## src/rtl/regfile_670_pkg.sv

```systemverilog
// Shared definitions for the 74670 write-port sequencer: FSM encoding, phase counter width, default timing.
package regfile_670_pkg;

    localparam int CW          = 4;
    localparam int MAX_PHASE   = (1 << CW) - 1;

    localparam int DEF_AW      = 2;
    localparam int DEF_DW      = 4;
    localparam int DEF_SETUP   = 1;
    localparam int DEF_PULSE   = 2;
    localparam int DEF_HOLD    = 1;

    typedef enum logic [1:0] {
        IDLE  = 2'd0,
        SETUP = 2'd1,
        PULSE = 2'd2,
        HOLD  = 2'd3
    } wr_state_e;

    // A phase of N cycles counts N-1 down to 0.
    function automatic logic [CW-1:0] phase_load(input int cycles);
        return CW'(cycles - 1);
    endfunction

endpackage

```

## src/rtl/regfile_670_wrseq_if.sv

```systemverilog
// Request handshake plus register-file strobe bundle; master is the requester, slave is the sequencer.
interface regfile_670_wrseq_if
    import regfile_670_pkg::*;
#(
    parameter int AW = DEF_AW,
    parameter int DW = DEF_DW
) ();

    logic          req_valid;
    logic          req_ready;
    logic [AW-1:0] req_addr;
    logic [DW-1:0] req_data;
    logic [AW-1:0] wa;
    logic [DW-1:0] d;
    logic          d_oe;
    logic          nwe;
    logic          busy;
    logic          wr_done;

    modport master (
        output req_valid, req_addr, req_data,
        input  req_ready, wa, d, d_oe, nwe, busy, wr_done
    );

    modport slave (
        input  req_valid, req_addr, req_data,
        output req_ready, wa, d, d_oe, nwe, busy, wr_done
    );

endinterface

```

## src/rtl/wrseq_fifo2.sv

```systemverilog
// Two-entry FIFO with wrap-around pointers; head_dat is meaningful whenever count != 0.
// Push and pop in one cycle keep count; the caller never pushes when full nor pops when empty.
module wrseq_fifo2 #(
    parameter int W = 6
) (
    input  logic         clk,
    input  logic         nreset,
    input  logic         push,
    input  logic [W-1:0] push_dat,
    input  logic         pop,
    output logic [1:0]   count,
    output logic [W-1:0] head_dat
);

    logic [W-1:0] mem_q [2];
    logic [W-1:0] mem_d [2];
    logic         wr_ptr_q, wr_ptr_d;
    logic         rd_ptr_q, rd_ptr_d;
    logic [1:0]   count_q, count_d;

    always_comb begin
        mem_d    = mem_q;
        wr_ptr_d = wr_ptr_q;
        rd_ptr_d = rd_ptr_q;
        count_d  = count_q;
        if (push) begin
            mem_d[wr_ptr_q] = push_dat;
            wr_ptr_d        = ~wr_ptr_q;
        end
        if (pop) begin
            rd_ptr_d = ~rd_ptr_q;
        end
        case ({push, pop})
            2'b10:   count_d = count_q + 2'd1;
            2'b01:   count_d = count_q - 2'd1;
            default: count_d = count_q;
        endcase
    end

    always_ff @(posedge clk) begin
        if (!nreset) begin
            for (int i = 0; i < 2; i++) begin
                mem_q[i] <= '0;
            end
            wr_ptr_q <= 1'b0;
            rd_ptr_q <= 1'b0;
            count_q  <= 2'd0;
        end else begin
            mem_q    <= mem_d;
            wr_ptr_q <= wr_ptr_d;
            rd_ptr_q <= rd_ptr_d;
            count_q  <= count_d;
        end
    end

    assign count    = count_q;
    assign head_dat = mem_q[rd_ptr_q];

endmodule

```

## src/rtl/regfile_670_wrseq.sv

```systemverilog
// Queues register-file writes and replays each as setup / active-low nwe pulse / hold on registered strobes.
// Accept at N pops at N+1, nwe falls at N+1+SETUP_CYCLES; req_ready drops only in reset or with 2 entries queued.
module regfile_670_wrseq
    import regfile_670_pkg::*;
#(
    parameter int AW           = DEF_AW,
    parameter int DW           = DEF_DW,
    parameter int SETUP_CYCLES = DEF_SETUP,
    parameter int PULSE_CYCLES = DEF_PULSE,
    parameter int HOLD_CYCLES  = DEF_HOLD
) (
    input  logic                clk,
    input  logic                nreset,
    regfile_670_wrseq_if.slave  bus
);

    localparam int EW = AW + DW;

    if (SETUP_CYCLES < 1 || SETUP_CYCLES > MAX_PHASE ||
        PULSE_CYCLES < 1 || PULSE_CYCLES > MAX_PHASE ||
        HOLD_CYCLES  < 1 || HOLD_CYCLES  > MAX_PHASE) begin : g_bad_timing
        $error("regfile_670_wrseq: each phase length must be within 1..15 cycles");
    end

    wr_state_e     state_q, state_d;
    logic [CW-1:0] cnt_q, cnt_d;
    logic [AW-1:0] wa_q, wa_d;
    logic [DW-1:0] d_q, d_d;
    logic          d_oe_q, d_oe_d;
    logic          nwe_q, nwe_d;
    logic          wr_done_q, wr_done_d;

    logic [1:0]    fifo_count;
    logic [EW-1:0] head_dat;
    logic          push;
    logic          pop;
    logic          queue_empty;
    logic          phase_end;

    assign queue_empty   = (fifo_count == 2'd0);
    assign phase_end     = (cnt_q == '0);
    assign bus.req_ready = nreset && (fifo_count < 2'd2);
    assign push          = bus.req_valid && bus.req_ready;
    // A new entry is taken either from idle or straight out of a finishing hold (back-to-back).
    assign pop           = !queue_empty &&
                           ((state_q == IDLE) || ((state_q == HOLD) && phase_end));

    wrseq_fifo2 #(
        .W (EW)
    ) u_fifo (
        .clk      (clk),
        .nreset   (nreset),
        .push     (push),
        .push_dat ({bus.req_addr, bus.req_data}),
        .pop      (pop),
        .count    (fifo_count),
        .head_dat (head_dat)
    );

    always_ff @(posedge clk) begin
        if (!nreset) begin
            state_q   <= IDLE;
            cnt_q     <= '0;
            wa_q      <= '0;
            d_q       <= '0;
            d_oe_q    <= 1'b0;
            nwe_q     <= 1'b1;
            wr_done_q <= 1'b0;
        end else begin
            state_q   <= state_d;
            cnt_q     <= cnt_d;
            wa_q      <= wa_d;
            d_q       <= d_d;
            d_oe_q    <= d_oe_d;
            nwe_q     <= nwe_d;
            wr_done_q <= wr_done_d;
        end
    end

    always_comb begin
        state_d = state_q;
        cnt_d   = cnt_q;
        case (state_q)
            IDLE: begin
                if (!queue_empty) begin
                    state_d = SETUP;
                    cnt_d   = phase_load(SETUP_CYCLES);
                end
            end
            SETUP: begin
                if (phase_end) begin
                    state_d = PULSE;
                    cnt_d   = phase_load(PULSE_CYCLES);
                end else begin
                    cnt_d = cnt_q - CW'(1);
                end
            end
            PULSE: begin
                if (phase_end) begin
                    state_d = HOLD;
                    cnt_d   = phase_load(HOLD_CYCLES);
                end else begin
                    cnt_d = cnt_q - CW'(1);
                end
            end
            HOLD: begin
                if (phase_end) begin
                    if (!queue_empty) begin
                        state_d = SETUP;
                        cnt_d   = phase_load(SETUP_CYCLES);
                    end else begin
                        state_d = IDLE;
                    end
                end else begin
                    cnt_d = cnt_q - CW'(1);
                end
            end
            default: begin
                state_d = IDLE;
                cnt_d   = '0;
            end
        endcase
    end

    // Strobes are registered from the next state so nwe is low for exactly the PULSE cycles.
    always_comb begin
        wa_d      = wa_q;
        d_d       = d_q;
        if (pop) begin
            wa_d = head_dat[EW-1:DW];
            d_d  = head_dat[DW-1:0];
        end
        d_oe_d    = (state_d != IDLE);
        nwe_d     = (state_d != PULSE);
        wr_done_d = (state_q == HOLD) && phase_end;
    end

    assign bus.wa      = wa_q;
    assign bus.d       = d_q;
    assign bus.d_oe    = d_oe_q;
    assign bus.nwe     = nwe_q;
    assign bus.wr_done = wr_done_q;
    assign bus.busy    = !queue_empty || (state_q != IDLE);

endmodule

```

## src/flat_wrapper.sv

```systemverilog
// flat-port wrapper written by rule: the top's interface ports become plain ports
module regfile_670_wrseq_flat import regfile_670_pkg::*;
#(
    parameter int AW           = DEF_AW,
    parameter int DW           = DEF_DW,
    parameter int SETUP_CYCLES = DEF_SETUP,
    parameter int PULSE_CYCLES = DEF_PULSE,
    parameter int HOLD_CYCLES  = DEF_HOLD
)
  (clk, nreset, bus_req_valid, bus_req_addr, bus_req_data, bus_req_ready, bus_wa, bus_d, bus_d_oe, bus_nwe, bus_busy, bus_wr_done);
  regfile_670_wrseq_if #(.AW(AW), .DW(DW)) bus_i ();
  input  logic clk;
  input  logic nreset;
  input wire logic [$bits(bus_i.req_valid)-1:0] bus_req_valid;
  input wire logic [$bits(bus_i.req_addr)-1:0] bus_req_addr;
  input wire logic [$bits(bus_i.req_data)-1:0] bus_req_data;
  output wire logic [$bits(bus_i.req_ready)-1:0] bus_req_ready;
  output wire logic [$bits(bus_i.wa)-1:0] bus_wa;
  output wire logic [$bits(bus_i.d)-1:0] bus_d;
  output wire logic [$bits(bus_i.d_oe)-1:0] bus_d_oe;
  output wire logic [$bits(bus_i.nwe)-1:0] bus_nwe;
  output wire logic [$bits(bus_i.busy)-1:0] bus_busy;
  output wire logic [$bits(bus_i.wr_done)-1:0] bus_wr_done;
  assign bus_i.req_valid = bus_req_valid;
  assign bus_i.req_addr = bus_req_addr;
  assign bus_i.req_data = bus_req_data;
  assign bus_req_ready = bus_i.req_ready;
  assign bus_wa = bus_i.wa;
  assign bus_d = bus_i.d;
  assign bus_d_oe = bus_i.d_oe;
  assign bus_nwe = bus_i.nwe;
  assign bus_busy = bus_i.busy;
  assign bus_wr_done = bus_i.wr_done;
  regfile_670_wrseq #(.AW(AW), .DW(DW), .SETUP_CYCLES(SETUP_CYCLES), .PULSE_CYCLES(PULSE_CYCLES), .HOLD_CYCLES(HOLD_CYCLES)) u_core (.clk(clk), .nreset(nreset), .bus(bus_i));
endmodule
```

## config.mk

```make
export PLATFORM = sky130hd
export DESIGN_NAME = regfile_670_wrseq_flat
export DESIGN_NICKNAME = d
export VERILOG_FILES = /design/src/rtl/regfile_670_pkg.sv /design/src/rtl/regfile_670_wrseq_if.sv /design/src/rtl/wrseq_fifo2.sv /design/src/rtl/regfile_670_wrseq.sv /design/src/flat_wrapper.sv
export SDC_FILE = /design/constraint.sdc
export NUM_CORES = 1
export LEC_CHECK = 0
export BUFFER_PORTS_ARGS = -buffer_cell sky130_fd_sc_hd__clkbuf_2
export CORE_AREA = 2 2 55 57
export DETAILED_ROUTE_END_ITERATION = 6
export DIE_AREA = 0 0 57 59
export GPL_TIMING_DRIVEN = 1
export PLACE_DENSITY = 0.74
export SYNTH_ARGS = -nofsm -noshare
export SYNTH_HDL_FRONTEND = slang
export SYNTH_SLANG_ARGS = --single-unit
export TNS_END_PERCENT = 50
```

## constraint.sdc

```tcl
create_clock -name clk -period 2.6 [get_ports clk]
set_clock_uncertainty 0.15 [all_clocks]
set_input_delay 0.26 -clock clk [delete_from_list [all_inputs] [get_ports clk]]
set_output_delay 0.26 -clock clk [all_outputs]
set_load 0.02 [all_outputs]
```

* After elaboration in Yosys (flattened, before gate mapping)
Cells that the tools add are included.
** Cells by class
- $add $sub $neg :: 3
- Bitwise gates (word level) :: 4
- Equality and inequality tests :: 6
- Multiplexer cells :: 18
- Reduce and logical (&&, ||, !) cells :: 14
- $lt $le $gt $ge :: 4
** Operators by type and width (number)
- $mux 6 :: 4
- $mux 4 :: 4
- $pmux 4 s4 :: 1
- $bwmux 12 :: 1
- $mux 2 :: 4
- $pmux 2 s4 :: 1
- $demux 6 s1 :: 1
- $eq 2x2->1 const B :: 3
- $reduce_bool 2->1 :: 3
- $logic_and 1x1->1 :: 5
- $eq 2x1->1 const B :: 2
- $ge 2x2->1 const B :: 2
- $logic_not 2->1 :: 2
- $logic_not 4->1 :: 1
- $not 1->2 :: 2
- $pmux 2 s2 :: 1
- $sub 4x1->4 const B :: 1
- $add 2x1->2 const B :: 1
- $logic_or 1x1->1 :: 2
- $lt 2x1->1 const B :: 1
- $lt 2x2->1 const B :: 1
- $ne 2x2->1 const B :: 1
- $not 1->1 :: 2
- $sub 2x1->2 const B :: 1
- other kinds (2) :: 2
** Storage, ports and cells
- Logic and storage cells :: 61
- Bits of input ports :: 9
- Register bits :: 31

* Depth between registers and ports, before layout
- Depth in word-level cells :: 6
- Gate-level depth with buffers :: 9

* Modules after synthesis
Synthesis repeated with hierarchy kept, for this count alone.
** Unflattened totals
- Cell total of the unflattened synthesis :: 157
- Area total of the unflattened synthesis :: 1495.2 um^2
** By module, submodules not included
- regfile_670_wrseq :: times used 1, area an instance 774.5 um^2, cells each 86
- wrseq_fifo2 :: times used 1, area an instance 720.7 um^2, cells each 71

* Least setup slack after synthesis
Ideal clock, no wire load.
- Kind :: register to register
- From :: register u_core.cnt_q[0]
- To :: register u_core.u_fifo.count_q[1] (netlist: u_core.u_fifo.count[1])
- Required time :: 2.379 ns
- Clock period less this slack :: 2.069 ns
- Buffers on the path :: 0
- Arrival :: 1.848 ns
- Stages on the path, launching flop included :: 8
- Slack :: 0.531 ns
- Cells stage by stage :: dfxtp_1 inv_1 ha_1 nand4bb_1 o22ai_2 ha_1 or3_1 a21oi_1
** On the way
- Word-level cells in the longest chain between the ends :: 6
- Elaborated cells on any way between the ends :: 8
** RTL lines
- from (decl) :: RTL line regfile_670_wrseq.sv:26 : logic [CW-1:0] cnt_q, cnt_d;
- from (signal assigned) :: RTL line regfile_670_wrseq.sv:71 : cnt_q <= cnt_d;
- $logic_not 4->1 (*) :: RTL line regfile_670_wrseq.sv:41 : assign phase_end = (cnt_q == '0);
- $logic_and 1x1->1 (*) :: RTL line regfile_670_wrseq.sv:46 : ((state_q == IDLE) || ((state_q == HOLD) && phase_end));
- $logic_or 1x1->1 (*) :: RTL line regfile_670_wrseq.sv:46
- $logic_and 1x1->1 (*) :: RTL line regfile_670_wrseq.sv:45 : assign pop = !queue_empty &&
- net u_core.pop :: RTL line regfile_670_wrseq.sv:36 : logic pop;
- $eq 2x1->1 / $eq 2x2->1 (equally long branches) :: RTL line wrseq_fifo2.sv:33 : case ({push, pop})
- $pmux 2 s2 / $reduce_bool 2->1 (equally long branches)
- to (signal assigned) :: RTL line wrseq_fifo2.sv:52 : count_q <= count_d;
- to (decl) :: RTL line wrseq_fifo2.sv:19 : logic [1:0] count_q, count_d;
The timed path passes the listed nets; every way through them passes the cells marked *.
A chain may end at the register's enable or synchronous reset.

* Final worst setup path
Ends and elaborated chain as after synthesis.

==> flow_summary_export.csv <==
group,metric,value,unit
status,outcome,"finished, final reports clean",
flow_run,cap_violations,0,
logic_synthesis,synth_top_area_share,42.5,%
critical_path,start_kind,"register",
critical_path,arrival,2240,ps
routing,via_count,1112,
clock_network,cts.sinks,31,
logic_synthesis,synth_cells,148,
critical_path,crit_type,"reg2reg",
place,dp.cells,191,
global_route,antenna_found_initial,0,
clock_network,cts_root_buf,"clkbuf_4",
timing,relSlewSlack,59.7,%
final_layout,drive_above_1_share,25.6,%
clock_network,ctsHoldBuffers,0,
routing,drt_iter0_markers,35,
critical_path,cp-endpoint,"u_core.u_fifo.count[1]",
timing,grt_setup_unrepaired,"false",
final_layout,num_antenna_cells,0,
logic_synthesis,yosysWarnings,0,
critical_path,slowest_stage,"or3_1",
clock_network,htree_levels,2,
clock_network,worstSkewPairLatency,330,ps
critical_path,worstPathRequired,2710,ps
final_layout,final_net_count,178,
critical_path,r2r_cells,7,
critical_path,critPathMaxStageDelay,350,ps
global_route,grt_pass1_wl,4.69,mm
logic_synthesis,synth_seq_area_share,42.5,%
critical_path,path_cells,"inv_1 -> ha_1 -> nand4bb_1 -> o22ai_2 -> ha_1 -> or3_1 -> a21oi_1",
logic_synthesis,synth_fp_nets,159,
timing,hold_viol,0,
global_route,grt_max_degree,20,
clock_network,cts_made_buffers,5,
place,gp_congestion,0.855,
pwr,leakagePower,0.699,nW
clock_network,clock_path_buffers,2,
clock_network,cts_setup_buffers,0,
place,dp_hpwl,1.99,mm
routing,routedWlPerCell,14.0,µm
pwr,p_per_area,1230,nW/µm²
die,die_h,59,µm
die,initial_core_util,53.8,%
timing,timing.fmax,470,MHz
die,core-area,2710,µm²
critical_path,reg2reg_slack,470,ps
logic_synthesis,syn_area_per_cell,9.86,µm²
logic_synthesis,ys_types,44,
critical_path,r2r-start,"u_core.cnt_q[0]",
critical_path,crit_path_frequent_cell,"ha_1",
routing,drt-total-wl,2.79,mm
critical_path,end_kind,"register",
worst_hold_path,min_path_type,"in2reg",
global_route,overflow,0,
routing,dr.pass1.iters,4,
timing,finalCritPeriodShare,81.8,%
logic_synthesis,synthTopCellsByArea,"dfxtp_1, mux2i_1, nor2_1",
clock_network,cts_tree,"done",
critical_path,crit_start,"u_core.cnt_q[0]",
die,io_pins,20,
timing,setup_viol,0,
pwr,ir_worst_vdd,0.734,mV
critical_path,worstReg2RegEnd,"u_core.u_fifo.count[1]",
timing,period_needed,2130,ps
clock_network,clkSlewWorstSetupHoldPaths,100,ps
routing,ant_nets,0,
die,dieArea,3360,µm²
die,rows,19,
global_route,grtUsageTotal,18.6,%
critical_path,crit_fanout,7,
routing,drc,0,
timing,worstMarginPinSlew,603,ps
final_layout,area_growth,11.2,%
clock_network,cts.repair.resized,0,
die,die_w,57,µm
place,io_buffers,19,
logic_synthesis,synth_seq_cells,31,
timing,slew_viol_final,0,
logic_synthesis,yosysTopAreaCell,"dfxtp_1",
routing,viasPerCell,5.59,
final_layout,instances_no_fill,199,
logic_synthesis,synth_area,1460,µm²
global_route,grt_pass1_vias,1087,
critical_path,path_buf_inv,1,
critical_path,cp_top_family,"simple AND/OR/NAND/NOR gates",
timing,fin_setup_tns,0,ps
critical_path,crit_cells,7,
[worst min path at each step]
stage | from | endpoint | slack, ps | cells past startpoint
2_1_floorplan | bus_req_data[0] | u_core.u_fifo.mem_q[0] | 250 | 2
3_5_place_dp | u_core.u_fifo.mem_q[11] | u_core.u_fifo.mem_q[11] | 330 | 2
4_1_cts | bus_req_data[0] | u_core.u_fifo.mem_q[6] | 20 | 3
6_report | bus_req_data[0] | u_core.u_fifo.mem_q[6] | 20 | 3
3_3_place_gp | u_core.u_fifo.mem_q[6] | u_core.u_fifo.mem_q[6] | 320 | 2
5_1_grt | bus_req_addr[0] | u_core.u_fifo.mem_q[10] | 20 | 3
[sequential cells by signal, summed over array words and instances (netlist names)]
name                    flops
u_core.bus.d                4
u_core.bus.d_oe             1
u_core.bus.nwe              1
u_core.bus.wa               2
u_core.bus.wr_done          1
u_core.cnt_q                4
u_core.state_q              2
u_core.u_fifo.count         2
u_core.u_fifo.mem_q        12
u_core.u_fifo.rd_ptr_q      1
u_core.u_fifo.wr_ptr_q      1
[logic make-up after synthesis]
logic type	after synthesis	synth area share [%]
compound gates	24	13.4
xor+xnor	4	2.40
fa+ha+maj	2	1.71
buf+inv	15	6.95
flops	31	42.5
mux	20	13.7
simple gates	52	19.3
[layer usage]
| metal | part of all wire (%) | GRT usage, % |
|---|---|---|
| met1 | 48 | 23.2 |
| met2 | 45 | 27.4 |
| met3 | 6.3 | 7.64 |
| met4 | 1.0 | 9.97 |
| met5 | 0 | 0 |
[worst min-delay path, stage by stage]
cell and delay (ps):
clkbuf_2 90, mux2i_1 60, nor2_1 70
[report_power, final]
part           switching (mW)  internal (mW)
Clock                   0.165          0.227
Combinational           0.490          0.388
Sequential              0.124          0.606
[cell usage after synthesis (all sizes together)]
| cell | count |
|---|---|
| a211oi | 2 |
| a21oi | 3 |
| a221o | 1 |
| a22oi | 1 |
| a31oi | 1 |
| and4bb | 2 |
| buf | 7 |
| clkbuf | 3 |
| clkdlybuf4s15 | 1 |
| dfxtp | 31 |
| ha | 2 |
| inv | 4 |
| mux2i | 20 |
| nand2 | 11 |
| nand2b | 2 |
| nand3 | 1 |
| nand4b | 2 |
| nand4bb | 1 |
| nor2 | 21 |
| nor2b | 1 |
| nor3 | 1 |
| nor3b | 2 |
| nor4 | 1 |
| nor4bb | 1 |
| o21a | 2 |
| o21ai | 4 |
| o21ba | 1 |
| o221a | 6 |
| o22ai | 2 |
| o32ai | 1 |
| or2 | 2 |
| or3 | 2 |
| or3b | 1 |
| or4 | 1 |
| xnor2 | 3 |
| xor2 | 1 |
[cell usage in the layout, fill, tap and decap left out, types with 2 or more instances in the layout]
cell type / count
dfxtp_1: 31
buf_4: 4
mux2i_1: 20
a21oi_1: 3
or3_1: 2
xnor2_1: 3
o21ai_0: 4
ha_1: 2
clkbuf_4: 5
inv_1: 4
nor3b_1: 2
nand2_1: 11
nor2_1: 21
clkbuf_2: 19
nand2b_1: 2
o221a_2: 6
a211oi_1: 2
o21a_1: 2
[layout make-up]
type | instances | area, µm²
fill | 246 | 1090
multi-input combinational | 102 | 737
sequential | 31 | 621
timing repair buffer | 23 | 125
clock buffer | 6 | 51.3
tap | 31 | 38.8
clock inverter | 2 | 35.0
inverter | 4 | 15.0
[through the flow]
| stage | instance area [µm²] | power, mW | worst slack [ps] | hold slack [ps] | utilization (%) |
|---|---|---|---|---|---|
| after floorplan | 1460 | 1.35 | 531 | 254 | - |
| after global placement | 1540 | 1.59 | 579 | 323 | 56.7 |
| after detailed placement | 1540 | 1.62 | 503 | 330 | 56.7 |
| after CTS | 1620 | 2.01 | 484 | 15.4 | 59.9 |
| after global routing | 1620 | 2.14 | 301 | 20.7 | 59.9 |
| final | 1620 | 2.00 | 472 | 21.6 | 59.9 |
Power figures use the tool's default switching activity.
